==> src/rtl/periph_pkg.sv <==
// Shared constants for the memory-mapped peripheral responders: register offsets,
// event counter width and the default synchroniser width.
package periph_pkg;

   localparam logic [7:0] IN_SW_OFS   = 8'h00;
   localparam logic [7:0] IN_BTN_OFS  = 8'h10;
   localparam logic [7:0] IN_EDGE_OFS = 8'h14;
   localparam logic [7:0] IN_CNT_OFS  = 8'h18;

   localparam int IN_CNT_W = 16;
   localparam int SYNC2_W  = 32;

endpackage

==> src/rtl/btn_debounce.sv <==
// Single-button filter: the stable level follows the synchronised input only after
// DEB_CYCLES consecutive cycles of disagreement; any agreement restarts the count.
module btn_debounce #(
   parameter int DEB_CYCLES = 500000
) (
   input  logic clk,
   input  logic rst,
   input  logic din,
   output logic level
);

   localparam int CW = $clog2(DEB_CYCLES);
   localparam logic [CW-1:0] CNT_LAST = CW'(DEB_CYCLES - 1);

   logic [CW-1:0] cnt;

   always_ff @(posedge clk) begin
      if (rst) begin
         cnt   <= '0;
         level <= 1'b0;
      end else if (din == level) begin
         cnt <= '0;
      end else if (cnt == CNT_LAST) begin
         level <= din;
         cnt   <= '0;
      end else begin
         cnt <= cnt + 1'b1;
      end
   end

endmodule

==> src/rtl/in_periph.sv <==
// Input-peripheral responder for the 0x9xx region: switch/button sync, optional
// debounce (enabled by defining IN_PERIPH_DEBOUNCE_EN), press events and read mux.
module in_periph
   import periph_pkg::*;
#(
   parameter int NBTN       = 4,
   parameter int DEB_CYCLES = 500000,
   parameter bit BTN_INV    = 1'b0
) (
   input  logic        clk,
   input  logic        rst,
   input  logic [7:0]  addr,
   input  logic [31:0] wdata,
   input  logic        wren,
   input  logic [31:0] sw,
   input  logic [31:0] btn,
   output logic [31:0] rdata
);

   logic [SYNC2_W-1:0]  sw_p0, sw_p1;
   logic [NBTN-1:0]     btn_p0, btn_p1;
   logic [NBTN-1:0]     btn_sync, stable, stable_prev, rise, edge_q, edge_clr;
   logic [IN_CNT_W-1:0] cnt_q;
   logic [5:0]          rise_cnt;
   logic                cnt_wr;
   logic                unused_bits;

   function automatic logic [5:0] popcnt(input logic [NBTN-1:0] v);
      logic [5:0] c;
      c = '0;
      for (int i = 0; i < NBTN; i++) c = c + {5'b0, v[i]};
      return c;
   endfunction

   function automatic logic [IN_CNT_W-1:0] sat_add(input logic [IN_CNT_W-1:0] a,
                                                   input logic [5:0] b);
      logic [IN_CNT_W:0] s;
      s = {1'b0, a} + {{(IN_CNT_W - 5){1'b0}}, b};
      return s[IN_CNT_W] ? '1 : s[IN_CNT_W-1:0];
   endfunction

   // Two-flop synchronisers
   always_ff @(posedge clk) begin
      if (rst) begin
         sw_p0  <= '0;
         sw_p1  <= '0;
         btn_p0 <= '0;
         btn_p1 <= '0;
      end else begin
         sw_p0  <= sw;
         sw_p1  <= sw_p0;
         btn_p0 <= btn[NBTN-1:0];
         btn_p1 <= btn_p0;
      end
   end

   assign btn_sync = BTN_INV ? ~btn_p1 : btn_p1;

`ifdef IN_PERIPH_DEBOUNCE_EN
   for (genvar i = 0; i < NBTN; i++) begin : g_deb
      btn_debounce #(.DEB_CYCLES(DEB_CYCLES)) u_deb (
         .clk   (clk),
         .rst   (rst),
         .din   (btn_sync[i]),
         .level (stable[i])
      );
   end
`else
   assign stable = btn_sync;
`endif

   // Edge detect and sticky event registers; a same-cycle rise beats a clear
   assign rise     = stable & ~stable_prev;
   assign rise_cnt = popcnt(rise);
   assign edge_clr = (wren && addr == IN_EDGE_OFS) ? wdata[NBTN-1:0] : '0;
   assign cnt_wr   = wren && addr == IN_CNT_OFS;

   always_ff @(posedge clk) begin
      if (rst) begin
         stable_prev <= '0;
         edge_q      <= '0;
         cnt_q       <= '0;
      end else begin
         stable_prev <= stable;
         edge_q      <= (edge_q & ~edge_clr) | rise;
         cnt_q       <= cnt_wr ? {{(IN_CNT_W - 6){1'b0}}, rise_cnt} : sat_add(cnt_q, rise_cnt);
      end
   end

   always_comb begin
      rdata = '0;
      case (addr)
         IN_SW_OFS:   rdata = sw_p1;
         IN_BTN_OFS:  rdata[NBTN-1:0] = stable;
         IN_EDGE_OFS: rdata[NBTN-1:0] = edge_q;
         IN_CNT_OFS:  rdata[IN_CNT_W-1:0] = cnt_q;
         default:     rdata = '0;
      endcase
   end

   assign unused_bits = ^{btn, wdata};

endmodule

==> config.mk <==
export PLATFORM = sky130hd
export DESIGN_NAME = in_periph
export DESIGN_NICKNAME = d
export VERILOG_FILES = /design/src/rtl/periph_pkg.sv /design/src/rtl/btn_debounce.sv /design/src/rtl/in_periph.sv
export SDC_FILE = /design/constraint.sdc
export NUM_CORES = 1
export LEC_CHECK = 0
export BUFFER_PORTS_ARGS = -buffer_cell sky130_fd_sc_hd__buf_4
export CAP_MARGIN = 20
export CORE_UTILIZATION = 43
export CTS_CLUSTER_DIAMETER = 100
export DETAILED_ROUTE_END_ITERATION = 16
export GPL_ROUTABILITY_DRIVEN = 0
export GPL_TIMING_DRIVEN = 0
export PLACE_DENSITY = 0.81
export SETUP_SLACK_MARGIN = 0.02
export SYNTH_ARGS = -nofsm -noshare
export SYNTH_HDL_FRONTEND = slang
export SYNTH_SLANG_ARGS = --single-unit
==> constraint.sdc <==
create_clock -name clk -period 3.39 [get_ports clk]
set_clock_uncertainty 0.2 [all_clocks]
set_input_delay 0.678 -clock clk [delete_from_list [all_inputs] [get_ports clk]]
set_output_delay 0.678 -clock clk [all_outputs]
set_load 0.01 [all_outputs]
# == Word-level counts from Yosys, hierarchy flattened ==
# Cells that the tools add are included.
# op_classes
n_addsub,4
multipliers,0
n_div,0
magnitude_cmp,0
eq_ne,3
shifts,0
muxes,6
bitwise,5
n_reduce_logical,4
# op_table
operator,count
16-bit two-way mux,2
8-bit by 5-bit equality test with 1-bit output (second input constant),3
12-bit case mux with 2 select lines,1
16-bit by 4-bit adder with 17-bit output,1
4-bit case mux with 4 select lines,1
4-bit AND,2
8-bit logical NOT,1
4-bit NOT,2
6-bit two-way mux,1
3-bit by 1-bit adder with 4-bit output,1
4-bit two-way mux,1
4-bit OR,1
2-bit by 1-bit adder with 3-bit output,1
1-bit by 1-bit adder with 2-bit output,1
1-bit logical AND,2
2-bit OR reduction,1
# word_totals
ff_bits,96
latchBits,0
mem_bits_rw,0
mem_bits_ro,0
inputBits,107
elab_cells,30
memories,0

# == Logic depth before layout (Yosys ltp) ==
# logic_depth
ltp_word,8
ltp_mapped,12
mapped_depth_nobuf,11

# == Worst setup path after synthesis ==
# No wires, ideal clock.
# synth_timing
kind,flip-flop to flip-flop
start,register stable_prev[0]
end,register cnt_q[10]
setup_time_ps,74
arrival_ps,2897
slack_ps,218
stages_incl_launch_ff,13
synth_period_minus_slack_ps,3172
path_cell_list,dfxtp_1 > nand2b_1 > inv_1 > fa_1 > ha_1 > ha_1 > inv_1 > fa_1 > and2b_1 > o211ai_4 > or3_4 > buf_6 > a31oi_1
# synth_via
elab_chain_len,7
# synth_rtl
item,line,text
start: declaration,in_periph.sv:22,"logic [NBTN-1:0] btn_sync, stable, stable_prev, rise, edge_q, edge_clr;"
start signal: assignment,in_periph.sv:84,stable_prev <= stable;
4-bit NOT,in_periph.sv:73,assign rise = stable & ~stable_prev;
4-bit AND,in_periph.sv:73,
1-bit by 1-bit adder with 2-bit output,in_periph.sv:31,"for (int i = 0; i < NBTN; i++) c = c + {5'b0, v[i]};"
2-bit by 1-bit adder with 3-bit output,in_periph.sv:31,
3-bit by 1-bit adder with 4-bit output,in_periph.sv:31,
16-bit by 4-bit adder with 17-bit output,in_periph.sv:38,"s = {1'b0, a} + {{(IN_CNT_W - 5){1'b0}}, b};"
16-bit two-way mux,in_periph.sv:39,return s[IN_CNT_W] ? '1 : s[IN_CNT_W-1:0];
end signal: assignment,in_periph.sv:86,"cnt_q <= cnt_wr ? {{(IN_CNT_W - 6){1'b0}}, rise_cnt} : sat_add(cnt_q, rise_cnt);"
end: declaration,in_periph.sv:23,logic [IN_CNT_W-1:0] cnt_q;
# Every way passes these cells.
# A chain may end at the register's enable or synchronous reset.

# == Worst setup path after layout ==
# layout_timing
start,register stable_prev[0]
end,register cnt_q[9]
# The elaborated chain is that of the path after synthesis.

==> results list <==
- Result of the run: completed
- Counting every instance in the synthesized netlist gives 344.
- Top library cells by usage in the layout, fill and taps aside: sky130_fd_sc_hd__dfxtp_1 (96), sky130_fd_sc_hd__buf_4 (84), sky130_fd_sc_hd__nor2b_1 (76)
- Number of sinks driven by the clock tree: 96
- Clock latency on the worst-skew pair, taken at its later pin, is 0.34 ns.
* Final period util: 0.958
* Net count of the mapped netlist: 458
* Setup repair after global routing missed its margin: false
- Type of the tightest min-delay check: flop to flop
- Core Region: 7850 sq um
- Row generation in the floorplan step produced 32 rows.
- Number of top-level design ports: 139
- Dividing the synthesized area by the synthesized cell count gives 10.3 sq um.
* Part of the power in registers: 0.579
* Most frequent cell on the critical path: sky130_fd_sc_hd__inv_1
- Die boundary height: 93.0 um
- The clock tree synthesis step divided the H-tree into 3 levels.
- Req. time, crit path: 3.46 ns
- Combinational family with the most area after synthesis: simple AND/OR/NAND/NOR gates
* Share of layout cells above drive strength 1: 0.278
- After clock tree synthesis, the clock-pin slew on the worst setup and hold paths is 0.09 ns.
* Top cell family by delay on the critical path: adder cells
- Of the total synthesized cell area, the portion taken by AND, OR, NAND and NOR gates is 0.245.
* Kind of start point of the critical path: flop
- Slowest Stage Delay on Critical Path: 0.49 ns
- Crit. End Element: flop
- On the critical path, the stage with the largest delay is an instance of sky130_fd_sc_hd__fa_1.
- Across the VDD grid, the largest voltage drop is 0.350 mV.
- For this block, the via count after detailed routing is 2,634.
- Net Switching: 0.459 mW
- Max-slew violation total from the final report: 0
* Ant diodes: 0
* XOR/XNOR share of the synthesized area: 0.0172
- Of the total synthesized cell area, the portion taken by full adders, half adders and majority gates is 0.0288.
- Power share of the combinational group: 0.072
- Share of total power in the clock network: 0.349
* Seq cells post-synth: 96
- Detailed Route Iter0 Violations: 119
* Number of global-route vias before repair: 2,443
* Buffer depth of the longest clock path: 2
- Cell area after technology mapping: 3560 sq um
* Antenna violations before repair: 0
- Number of enable-type register cells in the synthesized netlist: 0
- Count of nets left with antenna violations after detail routing: 0
* Top achievable clock speed: 0.308 GHz
* Chain of cells forming the critical path: nand2b_1 > inv_1 > fa_1 > ha_2 > ha_4 > inv_1 > fa_2 > and2b_2 > o211ai_4 > or3_4 > buf_6 > a31oi_1
- Power density cells: 452 nW/um^2
- Post-synthesis sequential area ratio: 0.540
* Most common cell after layout, fill and taps aside: sky130_fd_sc_hd__dfxtp_1
- HPWL after DPL: 5340 um
* Vias per inst: 4.84
- DR WL/cell: 12.7 um
- Crit Path Class: flop to flop
- Post-route DRC violation count: 0
- Worst-path maximum fanout: 10
* Total number of nets in the final design: 552
* Cell at the root of the clock tree: sky130_fd_sc_hd__clkbuf_8
- Yosys printed 0 warnings.
* Number of failing setup endpoints in the final timing report: 0
* Number of library cell types mapped by synthesis: 47
- For this design, the CTS-stage hold fixing added 0 buffers.
- For this run the aggregate overflow at the end of global routing stands at 0.
- Post-route cell area: 4550 sq um
* Data arrival time of the worst path: 3.32 ns
* Overall Power: 2.06 mW
- The floorplan step defined a die boundary enclosing 8650 sq um.
- Across the run, the number of max-cap violations was 0.
- P_int: 1.60 mW
- Relative to the synthesized area, the layout overhead comes to 27.9%.
- Total GRT Usage: 0.172
* Relative slew slack: 0.673
* Standby leakage power: 1.91 nW
- Drt total wl: 6930 um
- After synthesis, the share of cell area in mux cells is 0.0112.
- Async S/R FF share, synth: 0
- The total count of hold-check failures in the final report is 0.
- The most used flip-flop cell after synthesis is sky130_fd_sc_hd__dfxtp_1.
- Entering global routing, the biggest net connects 17 pins.
* Instance area after placement: 4290 sq um
- Critical path buffer and inverter count: 3
- First-pass iteration count of the detailed router: 4
- Count of buffers inserted at the top-level ports: 80
- Global-route wire length before repair: 11,500 um
- Number of buffers created by CTS: 9
* Slew at the pin with the worst max-slew slack: 0.491 ns
- The initial utilization of the core area, before any placement, comes to 0.454.
- Final critical-path required period: 3.25 ns
- The die is 93.0 um wide.
- Fraction of power spent switching nets: 0.223
- TritonCTS built the clock tree.
- Share of the synthesized area in compound gates (AO/OA/AOI/OAI): 0.117
-- worst paths after layout --
| path | startpoint | slack, ns | cells past startpoint | to |
|---|---|---|---|---|
| setup / recovery | stable_prev[0] | 0.14 | 12 | cnt_q[9] |
| hold / removal | sw_p0[10] | 0.24 | 1 | sw_p1[10] |
| setup reg to reg | stable_prev[0] | 0.14 | 12 | cnt_q[9] |
| hold reg to reg | sw_p0[10] | 0.24 | 1 | sw_p1[10] |
-- sequential cells by signal (all words and copies together) (netlist names) --
register,cells
btn_p1,4
cnt_q,16
stable_prev,4
btn_p0,4
edge_q,4
sw_p0,32
sw_p1,32
-- cells by family after synthesis --
group	after synthesis
AND/OR/NAND/NOR	139
flip-flops	96
AO/OA/AOI/OAI	58
buffers and inverters	33
XOR/XNOR	7
adder cells (fa/ha/maj)	7
multiplexers	4
-- final cells by class --
type,count,area (sq um)
Inverter,15,56.3
Clock buffer,9,124
Multi-Input combinational cell,215,1540
Buffer,18,90.1
Timing Repair Buffer,83,623
Sequential cell,96,1920
Tap cell,102,128
Fill cell,696,3290
Clock inverter,6,70.1
-- per-layer routing --
layer | global-route usage | wire [um]
met4 | 0.0821 | 106
met2 | 0.287 | 3440
met5 | 0 | 0
met3 | 0.0350 | 367
met1 | 0.211 | 3010
-- synth_stat cells (3+ instances only) --
library cell               instances  area share
sky130_fd_sc_hd__a21oi_1          11       0.015
sky130_fd_sc_hd__a22o_1           12       0.030
sky130_fd_sc_hd__a22oi_1           3      0.0063
sky130_fd_sc_hd__a31o_2            3      0.0074
sky130_fd_sc_hd__a31oi_1           7       0.012
sky130_fd_sc_hd__and2_1           16       0.028
sky130_fd_sc_hd__clkbuf_1         13       0.014
sky130_fd_sc_hd__dfxtp_1          96        0.54
sky130_fd_sc_hd__ha_1              5       0.018
sky130_fd_sc_hd__inv_1            15       0.016
sky130_fd_sc_hd__mux2i_1           4       0.011
sky130_fd_sc_hd__nand2_1           8      0.0084
sky130_fd_sc_hd__nand2b_1          4      0.0070
sky130_fd_sc_hd__nand3_1           5      0.0070
sky130_fd_sc_hd__nand4_1           3      0.0053
sky130_fd_sc_hd__nor2b_1          76        0.13
sky130_fd_sc_hd__nor3_1            5      0.0070
sky130_fd_sc_hd__o21ai_0          12       0.017
sky130_fd_sc_hd__or3_1             4      0.0070
sky130_fd_sc_hd__xor2_1            5       0.012
-- power groups by stage --
stage                     logic (mW)  clock network (mW)  registers, mW
after floorplan               0.0800                   0           1.21
after global placement         0.136                   0           1.22
after detailed placement       0.143                   0           1.22
after CTS                      0.143               0.738           1.19
after global routing           0.167               0.800           1.20
final                          0.149               0.719           1.19
-- through the flow --
step,TNS [ns],hold WS (ns),util,setup WS [ns],instances
floorplan,0,0.214,-,0.218,344
global placement,0,0.216,0.546,0.0489,526
detailed placement,-0.254,0.221,0.546,-0.0315,526
CTS,0,0.237,0.572,0.0439,542
global route,0,0.250,0.580,0.00633,544
finish,0,0.237,0.580,0.143,544
-- timing repair --
action / 4_1_cts / 5_1_grt
setup buffers: 1 / 2
gates resized for setup: 1 / 10
setup endpoints to repair: 10 / 14
pin swaps: 1 / 2
(Power assumes the default switching activity.)
